--- src/rtl/alu_muldiv_seq.sv ---
// alu_muldiv_seq: multi-cycle RV32M MUL/MULHU/DIVU/REMU sequencer.
// It uses the shared execute-stage ALU for one add or subtract per cycle.
// Multiply is shift-add over 32 steps. Divide is restoring over 32 steps,
// preceded by one prep cycle that forms divisor-1.
module alu_muldiv_seq #(
  parameter int XLEN  = 32,
  parameter int CNT_W = 6
) (
  input  logic            clk,
  input  logic            rst,
  input  logic            in_valid,
  output logic            in_ready,
  input  logic [1:0]      in_op,
  input  logic [XLEN-1:0] in_a,
  input  logic [XLEN-1:0] in_b,
  input  logic            kill,
  output logic            out_valid,
  input  logic            out_ready,
  output logic [XLEN-1:0] out_data,
  output logic            busy,
  output logic [XLEN-1:0] alu_opA,
  output logic [XLEN-1:0] alu_opB,
  output logic [3:0]      alu_S,
  output logic            alu_M,
  output logic            alu_Cin,
  input  logic [XLEN-1:0] alu_DO,
  input  logic            alu_C
);

  localparam logic [2:0] S_IDLE  = 3'd0;
  localparam logic [2:0] S_MSTEP = 3'd1;
  localparam logic [2:0] S_DPREP = 3'd2;
  localparam logic [2:0] S_DSTEP = 3'd3;
  localparam logic [2:0] S_DONE  = 3'd4;

  localparam logic [3:0] ALU_S_ZERO = 4'b0000;
  localparam logic [3:0] ALU_S_ADD  = 4'b1001;
  localparam logic [3:0] ALU_S_SUB  = 4'b0110;

  logic [2:0]       r_state;
  logic [CNT_W-1:0] r_cnt;
  logic [1:0]       r_op;       // bit1: divide family, bit0: high half / remainder
  logic [XLEN-1:0]  r_hi;       // product high half, or partial remainder R
  logic [XLEN-1:0]  r_lo;       // multiplier shifting out / product low, or quotient Q
  logic [XLEN-1:0]  r_mc;       // multiplicand, or divisor then divisor-1
  logic [XLEN-1:0]  r_out_data;

  logic            w_last;
  logic            w_rtop;
  logic [XLEN-1:0] w_rs;
  logic            w_dsub;
  logic [XLEN-1:0] w_r_nxt;
  logic [XLEN-1:0] w_q_nxt;
  logic [XLEN-1:0] w_mhi_nxt;
  logic [XLEN-1:0] w_mlo_nxt;

  assign in_ready  = (r_state == S_IDLE);
  assign out_valid = (r_state == S_DONE);
  assign busy      = (r_state != S_IDLE);
  assign out_data  = r_out_data;

  assign w_last = (r_cnt == CNT_W'(XLEN-1));

  // The divide step shifts R:Q left by one.
  // If the bit shifted out of R is set, the shifted R is at least 2^32 and
  // therefore exceeds any divisor, so the subtract must be taken.
  assign w_rtop  = r_hi[XLEN-1];
  assign w_rs    = {r_hi[XLEN-2:0], r_lo[XLEN-1]};
  assign w_dsub  = w_rtop | ~alu_C;
  assign w_r_nxt = w_dsub ? alu_DO : w_rs;
  assign w_q_nxt = {r_lo[XLEN-2:0], w_dsub};

  // Shift-add: the carry and sum shift right into hi, and the sum LSB enters lo.
  assign w_mhi_nxt = {alu_C, alu_DO[XLEN-1:1]};
  assign w_mlo_nxt = {alu_DO[0], r_lo[XLEN-1:1]};

  // ALU drive depends only on state: the ALU is parked on SET_ZERO unless stepping.
  always_comb begin
    alu_opA = '0;
    alu_opB = '0;
    alu_S   = ALU_S_ZERO;
    alu_Cin = 1'b1;
    alu_M   = 1'b0;
    case (r_state)
      S_MSTEP: begin
        alu_opA = r_hi;
        alu_opB = r_lo[0] ? r_mc : '0;
        alu_S   = ALU_S_ADD;
        alu_Cin = 1'b0;
        alu_M   = 1'b1;
      end
      S_DPREP: begin
        alu_opA = r_mc;            // divisor latched at accept; SUB computes A-0-1
        alu_S   = ALU_S_SUB;
        alu_M   = 1'b1;
      end
      S_DSTEP: begin
        alu_opA = w_rs;            // Rs - (D-1) - 1 = Rs - D
        alu_opB = r_mc;
        alu_S   = ALU_S_SUB;
        alu_M   = 1'b1;
      end
      default: ;
    endcase
  end

  // Sequencer state, datapath registers, and the result register.
  always_ff @(posedge clk) begin
    if (rst) begin
      r_state    <= S_IDLE;
      r_cnt      <= '0;
      r_op       <= '0;
      r_hi       <= '0;
      r_lo       <= '0;
      r_mc       <= '0;
      r_out_data <= '0;
    end else if (kill) begin
      r_state <= S_IDLE;
      r_cnt   <= '0;
    end else begin
      case (r_state)
        S_IDLE: begin
          if (in_valid) begin
            r_op  <= in_op;
            r_cnt <= '0;
            if (!in_op[1]) begin
              r_hi    <= '0;
              r_lo    <= in_b;
              r_mc    <= in_a;
              r_state <= S_MSTEP;
            end else if (in_b == '0) begin
              r_out_data <= in_op[0] ? in_a : '1;
              r_state    <= S_DONE;
            end else begin
              r_hi    <= '0;
              r_lo    <= in_a;
              r_mc    <= in_b;
              r_state <= S_DPREP;
            end
          end
        end
        S_MSTEP: begin
          r_hi <= w_mhi_nxt;
          r_lo <= w_mlo_nxt;
          if (w_last) begin
            r_cnt      <= '0;
            r_out_data <= r_op[0] ? w_mhi_nxt : w_mlo_nxt;
            r_state    <= S_DONE;
          end else begin
            r_cnt <= r_cnt + CNT_W'(1);
          end
        end
        S_DPREP: begin
          r_mc    <= alu_DO;
          r_state <= S_DSTEP;
        end
        S_DSTEP: begin
          r_hi <= w_r_nxt;
          r_lo <= w_q_nxt;
          if (w_last) begin
            r_cnt      <= '0;
            r_out_data <= r_op[0] ? w_r_nxt : w_q_nxt;
            r_state    <= S_DONE;
          end else begin
            r_cnt <= r_cnt + CNT_W'(1);
          end
        end
        S_DONE: begin
          if (out_ready) r_state <= S_IDLE;
        end
        default: r_state <= S_IDLE;
      endcase
    end
  end

endmodule

--- config.mk ---
export PLATFORM = sky130hd
export DESIGN_NAME = alu_muldiv_seq
export DESIGN_NICKNAME = d
export VERILOG_FILES = /design/src/rtl/alu_muldiv_seq.sv
export SDC_FILE = /design/constraint.sdc
export NUM_CORES = 1
export LEC_CHECK = 0
export ABC_AREA = 1
export CORE_MARGIN = 3
export CORE_UTILIZATION = 40
export DETAILED_ROUTE_END_ITERATION = 8
export HOLD_SLACK_MARGIN = 0.12
export PLACE_DENSITY_LB_ADDON = 0.1
export SKIP_CTS_REPAIR_TIMING = 1
export SYNTH_ARGS = -nofsm -noshare
export SYNTH_HDL_FRONTEND = slang
export SYNTH_SLANG_ARGS = --single-unit
--- constraint.sdc ---
create_clock -name clk -period 3.45 [get_ports clk]
set_input_delay 0.345 -clock clk [delete_from_list [all_inputs] [get_ports clk]]
set_output_delay 0.345 -clock clk [all_outputs]
set_load 0.02 [all_outputs]
; Word-level counts from Yosys, hierarchy flattened
; Index checks and enable logic that the tools add are counted.
[totals]
input_bits = 104
word_cells = 77
regBits = 138
out_inout_bits = 105
[op_classes]
bitwise = 3
reduce_logical = 16
eq_ne = 13
muxes = 37
n_addsub = 1
[op_table]
columns = cell, n
row1 = 32-bit two-way mux, 19
row2 = 32-bit case mux with 3 select lines, 4
row3 = 32-bit case mux with 2 select lines, 2
row4 = 32-bit zero test, 1
row5 = 3-bit two-way mux, 5
row6 = 6-bit two-way mux, 2
row7 = 3-bit case mux with 4 select lines, 1
row8 = 6-bit case mux with 2 select lines, 1
row9 = "2-bit by 1-bit inequality test with 1-bit output, second input constant", 4
row10 = 4-bit case mux with 2 select lines, 1
row11 = 4-bit AND reduction, 2
row12 = 7-bit AND reduction, 1
row13 = "6-bit by 1-bit adder with 6-bit output, second input constant", 1
row14 = "3-bit by 2-bit equality test with 1-bit output, second input constant", 2
row15 = "6-bit by 5-bit equality test with 1-bit output, second input constant", 1
row16 = "2-bit inequality test, second input constant", 3
row17 = 3-bit AND reduction, 2
row18 = 3-bit nonzero test, 2
row19 = 2-bit OR reduction, 3
row20 = 2-bit nonzero test, 2
row21 = "3-bit by 1-bit equality test with 1-bit output, second input constant", 1
row22 = "3-bit equality test, second input constant", 1
row23 = 3-bit zero test, 1
row24 = "3-bit inequality test, second input constant", 1
row25 = 5 further kinds, 7

; Logic depth before layout (Yosys ltp)
[logic_depth]
ltp_word = 6
depth_mapped = 12
mapped_depth_nobuf = 11

; Least setup slack after synthesis
; Ideal clock, no wire load.
[synth_timing]
kind = reg-to-output
startpoint = register r_state[2]
endpoint = output port alu_opA[11]
path_stages_with_launch = 6
slack_ns = 1.420
arrival_time_ns = 1.685
path_cell_list = dfxtp_1 nor2_2 nand2_1 clkbuf_1 clkbuf_1 o221ai_1
[synth_between]
elab_chain_len = 2
elab_cells_between_ends = 4
classes_between = eq/ne (3) / mux (1)
[synth_rtl]
columns = item, line_no
row1 = start: declaration, 40  ; logic [2:0] r_state;
row2 = start signal: assignment, 110  ; r_state <= S_IDLE;
row3 = start signal: assignment, 118  ; r_state <= S_IDLE;
row4 = start signal: assignment, 130  ; r_state <= S_MSTEP;
row5 = 3-bit by 2-bit equality test with 1-bit output or 3-bit by 1-bit equality test with 1-bit output (tied branches), 84  ; case (r_state)
row6 = 32-bit case mux with 3 select lines (*), 84
row7 = end: declaration, 21  ; output logic [XLEN-1:0] alu_opA,
; Mark *: on every way between the ends. The rest lies on a longest branch, timed or not.

; Final worst setup path
[layout_timing]
startpoint = register r_state[2]
endpoint = output port alu_opA[19]
; The elaborated chain is that of the path after synthesis.

==> impl_metrics.env <==
export IMPL_status="finished, final reports clean"
export IMPL_p_int_w=0.003493
export IMPL_grt_usage_pct=27.09
export IMPL_gp_congestion=0.9212
export IMPL_critPathSlowestCell="clkdlybuf4s50_1"
export IMPL_reg2reg_from="r_state[2]$_SDFFE_PP0P_"
export IMPL_syn2layout_area_growth_pct=26.52
export IMPL_place_inst=2182
export IMPL_pin_count=209
export IMPL_critPathCaptureType="output pin"
export IMPL_clk_pin_slew_ns=0.06
export IMPL_rows=58
export IMPL_fmax_ghz=0.3278
export IMPL_vias_per_cell=5.488
export IMPL_seq_area_mm2=0.002763
export IMPL_netlist_area_mm2=0.01032
export IMPL_final_nets=1976
export IMPL_critPathKind="register to output pin"
export IMPL_final_layout_size_suffix_gt1_share_pct=4.246
export IMPL_die_y_um=166.7
export IMPL_worst_slack_ns=0.3990
export IMPL_cp_cell_sequence="nor2_1, nand2_1, inv_2, nand2_1, o221ai_1, clkdlybuf4s50_1"
export IMPL_grtUsageMet3_pct=4.985
export IMPL_finalCriticalPeriod_ns=3.051
export IMPL_power_density_mw_per_mm2=398.6
export IMPL_vias=12150
export IMPL_clk_path_buf_depth=2
export IMPL_coreArea_mm2=0.02525
export IMPL_first_pass_iters=6
export IMPL_ys_top_cells_by_area="dfxtp_1 27%, nand2_1 14%, a21oi_1 9.7%, o21ai_0 9.3%, nor2_1 8.6%"
export IMPL_async_flop_share_pct=0
export IMPL_use_met2_pct=36.68
export IMPL_port_buffers=208
export IMPL_ys_flop_type="dfxtp_1"
export IMPL_worstPathRequired_ns=3.11
export IMPL_critPathTopFamily="buffers and inverters"
export IMPL_yosys_warnings=0
export IMPL_slew_headroom_pct=31.26
export IMPL_cp_depth=6
export IMPL_hold_violations=0
export IMPL_place_ws_ns=0.7934
export IMPL_fillCellCount=2619
export IMPL_grt_pass1_vias=10770
export IMPL_cts_root_buf="clkbuf_16"
export IMPL_synth_cell_types=31
export IMPL_clk_latency_ns=0.43
export IMPL_setup_violations=0
export IMPL_power_leakage_nw=5.208
export IMPL_p_comb_share_pct=26.6
export IMPL_worst_setup_path_start_kind="register"
export IMPL_slowest_delay_ns=0.67
export IMPL_p_clk_share_pct=38.6
export IMPL_fp_dieW_um=166.7
export IMPL_routed_wl_um=39060
export IMPL_synth_seq_cells=138
export IMPL_antenna_found_initial=0
export IMPL_multi_input_area_mm2=0.006311
export IMPL_rsz0062_at_grt="false"
export IMPL_power_switching_share_pct=32.92
export IMPL_hp_start="r_cnt[4]$_SDFFE_PP0P_"
export IMPL_hold_depth=2
export IMPL_clock_sinks=138
export IMPL_hp_class="register to register"
export IMPL_synth_edf_count=0
export IMPL_crit_fanout=41
export IMPL_syn_avg_cell_area_um2=5.829
export IMPL_netlist_instances=1771
export IMPL_initial_core_util_pct=40.88
export IMPL_ys_seq_area_share_pct=26.76
export IMPL_cts_buffers=17
export IMPL_timing_max_cap_violations=0
export IMPL_ir_drop_v=0.0002938
export IMPL_power_share_sequential_pct=34.7
export IMPL_fin_cells=2214
export IMPL_reg2reg_depth=8
export IMPL_p_switching_w=0.001714
export IMPL_setup_tns_ns=0
export IMPL_critPathLaunch="r_state[2]$_SDFFE_PP0P_"
export IMPL_cp_arrival_ns=2.71
export IMPL_syn_nets=1876
export IMPL_netlist_area_leader_share_pct=26.76
export IMPL_cts_tree="yes"
export IMPL_wl_per_cell_um=17.64
export IMPL_overflow=0
export IMPL_grt_busiest_layer="met1"
export IMPL_worst_path_buf_inv=2
export IMPL_yosysTopAreaCell="dfxtp_1"
export IMPL_post_route_period_util_pct=88.44
export IMPL_tightest_slew_ns=1.030
export IMPL_antenna_left=0
export IMPL_cts_htree_levels=4
export IMPL_grt_util_met1_pct=43.03
export IMPL_slew_viol_final=0
export IMPL_grt_pass1_wl_um=61420
export IMPL_hpwl_um=27330
export IMPL_path_common_cell="nand2_1"
export IMPL_holdWs_ns=0.4694
export IMPL_antenna_cells=0
export IMPL_drt_iter0_drc=1590
export IMPL_drc_errors=0
export IMPL_grt_max_degree=194
export IMPL_skew_ns=0.008225
export IMPL_dieArea_mm2=0.02777
==> tightest hold or removal path: cells and delay by family (launching register included) <==
kind / cells / cell delay [ns]
and+or+nand+nor: 1 / 0.06
DFF: 1 / 0.32
AOI/OAI and AO/OA: 1 / 0.05
==> registers in the layout, summed over array words and instances, names as in the netlist <==
| name | cells |
|---|---|
| r_hi | 32 |
| r_mc | 32 |
| r_lo | 32 |
| r_op | 1 |
| r_state | 3 |
| r_cnt | 6 |
| out_data | 32 |
==> power by group through the flow <==
stage	clock (W)	combinational [W]	sequential, W
final	0.00201	0.00139	0.00181
after global routing	0.00210	0.00153	0.00182
after CTS	0.00203	0.00136	0.00181
after detailed placement	0	0.00135	0.00184
after global placement	0	0.00135	0.00184
after floorplan	0	0.000851	0.00184
==> worst paths after layout <==
path	to	slack, ns
worst max-delay path	alu_opA[19]	0.40
worst min-delay path	r_cnt[4]$_SDFFE_PP0P_	0.47
worst max register to register	r_mc[5]$_SDFFE_PP0P_	0.92
worst min register to register	r_cnt[4]$_SDFFE_PP0P_	0.47
==> placed cells by master (no fill, tap or decap), types with 2 or more instances in the layout <==
cell             netlist  layout
nor2_4                 2       2
a22oi_1               32      32
o31ai_1                2       2
clkinv_2               0       4
nand3b_1              32      32
o221ai_1              32      32
nor2_1               237     235
buf_12                 0       5
nand2_1              389     385
clkbuf_8               0       2
buf_4                 18      23
o21a_1                25      25
nor3_1                 2       2
clkinv_4               0       3
o21ai_1               20      20
inv_2                  4       6
nand2_4                0       2
dfxtp_1              138     138
nand2_2                2       4
clkbuf_16              0      17
nand3_1              103     102
o21ai_0              191     191
o22ai_1               32      32
a21oi_1              201     201
a211oi_1               5       5
o211ai_1               8       8
clkdlybuf4s50_1        0     207
bufinv_16              0       4
nor2_2                 1       3
inv_1                153     149
clkbuf_1              83       3
==> layer usage <==
layer  share of wire (%)  up-vias
met1                  49     5434
met3                 9.8       42
met4                 1.7        0
met5                   0        -
li1                    -     6078
met2                  40      596
==> stage by stage <==
stage,total power [W],util (%),area (um^2)
global route,0.005452,51.72,13060
finish,0.005207,51.72,13060
global placement,0.003184,49.23,12430
CTS,0.005200,51.72,13060
floorplan,0.002693,-,10320
detailed placement,0.003195,49.23,12430
==> Yosys cell counts (2+ instances only) <==
master,n
buf_1,18
buf_4,18
nand2_1,389
inv_2,4
o21ai_1,20
nor3_1,2
a211oi_1,5
o31ai_1,2
buf_2,35
a21oi_1,201
nand2_2,2
nand3b_1,32
dfxtp_1,138
o221ai_1,32
a22oi_1,32
o22ai_1,32
o21ai_0,191
o21a_1,25
nand3_1,103
nor2_4,2
inv_1,153
o211ai_1,8
clkbuf_1,83
nor2_1,237
==> layout make-up <==
| cell class | count | area share [%] |
|---|---|---|
| Sequential cell | 138 | 21.15 |
| Tap cell | 330 | 3.161 |
| Multi-Input combinational cell | 1320 | 48.32 |
| Inverter | 158 | 4.560 |
| Clock buffer | 22 | 3.554 |
| Timing Repair Buffer | 236 | 17.99 |
| Clock inverter | 10 | 1.264 |
==> logic make-up (layout without fill, tap and decap cells) <==
kind of cell             count (synthesis)  count (layout)  synth area share, %
buffers and inverters                  313             426                12.47
adder cells (fa/ha/maj)                  1               1               0.1212
flip-flops                             138             138                26.76
AND/OR/NAND/NOR                        770             770                30.70
AO/OA/AOI/OAI                          549             549                29.95
Note: power is estimated with default switching activity, not from simulation.
